### src/rtl/mem_pager.sv
// mem_pager: relocatable window page mapper with access-fault capture.
// Translation is combinational; window and status registers are clocked.
module mem_pager #(
  parameter int ADDR_W    = 16,
  parameter int PAGE_BITS = 5,
  parameter int WINDOWS   = 4,
  parameter int WIN_W     = (WINDOWS > 1) ? $clog2(WINDOWS) : 1,
  parameter int RA_W      = $clog2(WINDOWS + 1)
) (
  input  logic              clk,
  input  logic              rst,
  input  logic [ADDR_W-1:0] addr,
  input  logic              rw,
  input  logic              vld,
  input  logic              io_sel,
  input  logic              cs,
  input  logic [RA_W-1:0]   ra,
  input  logic [7:0]        din,
  output logic [7:0]        dout,
  output logic              fix_hit,
  output logic              win_hit,
  output logic [WIN_W-1:0]  win_idx,
  output logic              mem_we,
  output logic              irq
);

  localparam logic [RA_W-1:0] STAT_RA = RA_W'(WINDOWS);

  logic [PAGE_BITS-1:0] pg_q [WINDOWS];
  logic [PAGE_BITS-1:0] pg_d [WINDOWS];
  logic [WINDOWS-1:0]   en_q, en_d;
  logic [WINDOWS-1:0]   wp_q, wp_d;

  logic [PAGE_BITS-1:0] fpage_q, fpage_d;
  logic                 ovf_q, ovf_d;
  logic                 wpf_q, wpf_d;
  logic                 pend_q, pend_d;

  logic [PAGE_BITS-1:0] page;
  logic                 miss;
  logic                 prot;
  logic                 fault;
  logic                 stat_wr;

  assign page = addr[ADDR_W-1 -: PAGE_BITS];

  // Window match; scanning downward lets the lowest index win.
  always_comb begin
    fix_hit = (page == '0);
    win_hit = 1'b0;
    win_idx = '0;
    for (int i = WINDOWS - 1; i >= 0; i--) begin
      if (en_q[i] && pg_q[i] == page && page != '0) begin
        win_hit = 1'b1;
        win_idx = WIN_W'(i);
      end
    end
  end

  // Write gating and fault classification.
  always_comb begin
    prot    = win_hit && !rw && wp_q[win_idx];
    miss    = !fix_hit && !win_hit;
    mem_we  = vld && !rw && (fix_hit || (win_hit && !wp_q[win_idx]));
    fault   = vld && !io_sel && !cs && (miss || prot);
    stat_wr = cs && !rw && (ra == STAT_RA);
  end

  // Register read mux; unused middle bits and out-of-range addresses read 0.
  always_comb begin
    dout = '0;
    for (int i = 0; i < WINDOWS; i++) begin
      if (ra == RA_W'(i)) begin
        dout[7 -: PAGE_BITS] = pg_q[i];
        dout[1]              = wp_q[i];
        dout[0]              = en_q[i];
      end
    end
    if (ra == STAT_RA) begin
      dout[7 -: PAGE_BITS] = fpage_q;
      dout[2]              = ovf_q;
      dout[1]              = wpf_q;
      dout[0]              = pend_q;
    end
  end

  // Window register writes.
  always_comb begin
    en_d = en_q;
    wp_d = wp_q;
    for (int i = 0; i < WINDOWS; i++) begin
      pg_d[i] = pg_q[i];
      if (cs && !rw && ra == RA_W'(i)) begin
        pg_d[i] = din[7 -: PAGE_BITS];
        wp_d[i] = din[1];
        en_d[i] = din[0];
      end
    end
  end

  // Fault capture; a new fault beats a simultaneous status clear.
  always_comb begin
    fpage_d = fpage_q;
    ovf_d   = ovf_q;
    wpf_d   = wpf_q;
    pend_d  = pend_q;
    if (fault) begin
      if (!pend_q || stat_wr) begin
        fpage_d = page;
        wpf_d   = prot;
        ovf_d   = 1'b0;
        pend_d  = 1'b1;
      end else begin
        ovf_d = 1'b1;
      end
    end else if (stat_wr) begin
      ovf_d  = 1'b0;
      wpf_d  = 1'b0;
      pend_d = 1'b0;
    end
  end

  // State registers with synchronous active-low reset.
  always_ff @(posedge clk) begin
    if (!rst) begin
      for (int i = 0; i < WINDOWS; i++) begin
        if (i + 1 < (1 << PAGE_BITS)) begin
          pg_q[i] <= PAGE_BITS'(i + 1);
          en_q[i] <= 1'b1;
        end else begin
          pg_q[i] <= '0;
          en_q[i] <= 1'b0;
        end
      end
      wp_q    <= '0;
      fpage_q <= '0;
      ovf_q   <= 1'b0;
      wpf_q   <= 1'b0;
      pend_q  <= 1'b0;
    end else begin
      for (int i = 0; i < WINDOWS; i++) begin
        pg_q[i] <= pg_d[i];
      end
      en_q    <= en_d;
      wp_q    <= wp_d;
      fpage_q <= fpage_d;
      ovf_q   <= ovf_d;
      wpf_q   <= wpf_d;
      pend_q  <= pend_d;
    end
  end

  assign irq = pend_q;

endmodule

### config.mk
export PLATFORM = sky130hd
export DESIGN_NAME = mem_pager
export DESIGN_NICKNAME = d
export VERILOG_FILES = /design/src/rtl/mem_pager.sv
export SDC_FILE = /design/constraint.sdc
export NUM_CORES = 1
export LEC_CHECK = 0
export BUFFER_PORTS_ARGS = -buffer_cell sky130_fd_sc_hd__buf_4
export CAP_MARGIN = 20
export CORE_UTILIZATION = 45
export DETAILED_ROUTE_END_ITERATION = 6
export PLACE_DENSITY_LB_ADDON = 0.08
export SYNTH_ARGS = -nofsm -noshare
export SYNTH_HDL_FRONTEND = slang
export SYNTH_SLANG_ARGS = --single-unit
### constraint.sdc
create_clock -name clk -period 5.6 [get_ports clk]
set_input_delay 0.84 -clock clk [delete_from_list [all_inputs] [get_ports clk]]
set_output_delay 0.84 -clock clk [all_outputs]
set_load 0.005 [all_outputs]
==> impl_metrics.csv <==
group,metric,value,unit
die,dieArea,5080,um^2
die,coreArea,4470,um^2
global_routing,busiest_layer,"met2",
setup_path,critPathCaptureType,"primary output",
sta,holdWs,0.464,ns
synth,synth_nets,261,
setup_path,critPathKind,"input pin to primary output",
clock_network,cts_root_buf,"clkbuf_8",
place,portBuffers,34,
clock_network,numCtsBuffers,5,
clock_network,clk_pin_slew,0.07,ns
sta,final_max_slew_viol_count,0,
setup_path,worstReg2RegEnd,"ovf_q$_SDFFE_PN0P_",
hold_path,timing.hold.worst_endpoint,"wpf_q$_SDFFE_PN0P_",
cells_and_area,multiInputGateArea,1320,um^2
clock_network,cts_num_sinks,36,
global_routing,use_met1,28.8,%
sta,timing_hold_violations_final,0,
global_routing,grt_pass1_vias,1581,
sta,period_minus_slack,3.78,ns
setup_path,crit_chain,"buf_4 -> or4_1 -> or2_4 -> clkinv_8 -> nor3_4 -> or4_4 -> nand3_2 -> o21ai_0 -> a21oi_1 -> buf_4",
cells_and_area,fillCellCount,410,
setup_path,ff2ff_setup_slack,3.40,ns
setup_path,ff2ff_path_depth,7,
global_routing,antenna_found_initial,0,
die,num_io_pins,47,
route,wl,4.76,mm
synth,synthCells,228,
clock_network,postCtsHoldBufs,0,
synth,syn_area,2160,um^2
synth,syn_avg_cell_area,9.47,um^2
place,gp_congestion,0.774,
setup_path,reg2reg_from,"pg_q[0][4]$_SDFFE_PN0P_",
sta,worstMarginPinSlew,0.940,ns
setup_path,crit_arrival,2.94,ns
cells_and_area,drive_above_1_share,23.8,%
power_and_ir_drop,powerDensity,213,nW/um^2
clock_network,clockBufferDepth,2,
clock_network,tritoncts,"built",
place,dp_hpwl,3.47,mm
sta,rsz0062_at_grt,"no",
cells_and_area,area_growth,16.4,%
route,drt-initial-drc-count,77,
run_status,failed_checks,"DRC",
cells_and_area,seqCellArea,721,um^2
synth,synth_cell_type_count,41,
clock_network,htreeDepth,2,
sta,max_freq,0.265,GHz
die,rows,24,
setup_path,required,4.76,ns
setup_path,startpoint_type,"input pin",
route,routedWlPerCell,15.5,um
route,via_count,1657,
sta,fin_tns_setup,0,ns
global_routing,grt_max_degree,44,
sta,slew_headroom,37.2,%
sta,setup_viol,0,
cells_and_area,fin_nets,288,
die,die_x,71.3,um
global_routing,overflow,0,
global_routing,grt_usage,20.6,%
sta,final.setup_skew,0.00575,ns
global_routing,grt_pass1_wl,7.98,mm
synth,yosys_warnings,0,
global_routing,use_met3,4.78,%
setup_path,path_max_fanout,6,
run_status,status,"finished, violations left",
die,start_util,48.3,%
sta,fin_crit_sh,67.5,%
clock_network,cts_resized,0,
route,drc,6,
clock_network,post_cts_buffers,0,
route,ant_nets,0,
setup_path,slowest_delay,0.54,ns
synth,ys_ff_latch,36,
power_and_ir_drop,ir_drop,0.000140,V
synth,synth_area_leaders,"dfxtp_1 (33%), mux2i_1 (16%), mux4_2 (6.3%)",
run,maxCapViolCount,0,
route,first_pass_iters,7,
synth,synth.top_cell.area_share,33.4,%
power_and_ir_drop,leakagePower,1.01,nW
clock_network,clock_latency,0.29,ns
synth,seq_area_frac_synth,33.4,%
setup_path,cpMostUsedCell,"buf_4",
global_routing,grt_use_met2,32.1,%
hold_path,worstHoldPathType,"flip-flop to flip-flop",
cells_and_area,diodes,0,
setup_path,cp_slowest_cell,"or4_4",
hold_path,hold_start,"wpf_q$_SDFFE_PN0P_",
route,viasPerCell,5.38,
die,dieHeight,71.3,um
synth,yosys.area.top_type,"dfxtp_1",
hold_path,min_path_cells,2,
==> layout by cell type (no fill, tap or decap), drive strengths merged, types with 3 or more instances in the layout <==
cell	count
nand4	6
mux4	6
xor2	6
nor2	6
o21ai	8
clkbuf	7
nand2	27
or4	3
a21oi	5
inv	9
xnor2	14
nand2b	3
nor4	5
buf	35
mux2i	35
dfxtp	36
nand3	6
nor2b	20
==> routing by layer <==
metal | up-vias | share of wire [%]
li1 | 842 | -
met1 | 775 | 49
met2 | 38 | 46
met3 | 2 | 4.7
met4 | 0 | 0.40
met5 | - | 0
==> kinds of logic (layout without fill, tap and decap cells) <==
logic type      Yosys count  after routing  share of synthesized area (%)
flops                    36             36                           33.4
mux                      41             41                           22.5
xor+xnor                 20             20                           8.11
simple gates             86             86                           24.3
compound gates           20             20                           6.26
buf+inv                  25             53                           5.45
==> per-stage QoR <==
step / util [%] / setup WS (ns) / instances / power (mW) / area [um^2]
floorplan: - / 2.03 / 228 / 0.319 / 2160
global placement: 54.1 / 1.81 / 300 / 0.347 / 2420
detailed placement: 54.1 / 1.82 / 300 / 0.348 / 2420
CTS: 56.2 / 1.81 / 308 / 0.540 / 2510
global route: 56.2 / 1.75 / 308 / 0.560 / 2510
finish: 56.2 / 1.82 / 308 / 0.537 / 2510
==> worst max-delay path by stage <==
stage | startpoint | endpoint
6_report | addr[13] | mem_we
5_1_grt | addr[13] | mem_we
4_1_cts | addr[13] | mem_we
3_5_place_dp | addr[13] | mem_we
3_3_place_gp | addr[13] | mem_we
2_1_floorplan | addr[14] | mem_we
==> cells in the mapped netlist (all sizes together) <==
cell	instances
a211o	1
a21oi	5
a31oi	1
and2	2
and3	1
and3b	1
buf	6
clkbuf	9
clkinv	1
dfxtp	36
inv	9
mux2i	35
mux4	6
nand2	27
nand2b	3
nand3	6
nand3b	1
nand4	6
nor2	6
nor2b	20
nor3	2
nor3b	1
nor4	5
o21a	1
o21ai	8
o21bai	1
o22a	1
o2bb2ai	1
o31ai	1
or2	1
or3b	1
or4	3
xnor2	14
xor2	6
==> flip-flops by register name (all words and copies together) (netlist names) <==
| register | count |
|---|---|
| fpage_q | 5 |
| pg_q | 20 |
| en_q | 4 |
| ovf_q | 1 |
| wpf_q | 1 |
| wp_q | 4 |
| irq | 1 |
==> worst max-delay path, delay by kind of cell <==
kind                   cells  cell delay [ns]
AOI/OAI and AO/OA          2             0.23
and+or+nand+nor            5             1.51
buffers and inverters      3             0.34
==> where the power goes <==
group | internal [mW] | leakage [nW] | switching [mW]
clock | 0.100 | 0.0445 | 0.0953
combinational | 0.0380 | 0.670 | 0.0395
sequential | 0.260 | 0.291 | 0.00359
==> cell type report <==
type	count	share of cell area (%)
Clock inverter	1	0.299
Clock buffer	7	3.43
Multi-Input combinational cell	167	52.6
Inverter	10	1.99
Tap cell	52	2.59
Timing Repair Buffer	35	10.5
Sequential cell	36	28.7
Note: power is estimated with default switching activity, not from simulation.
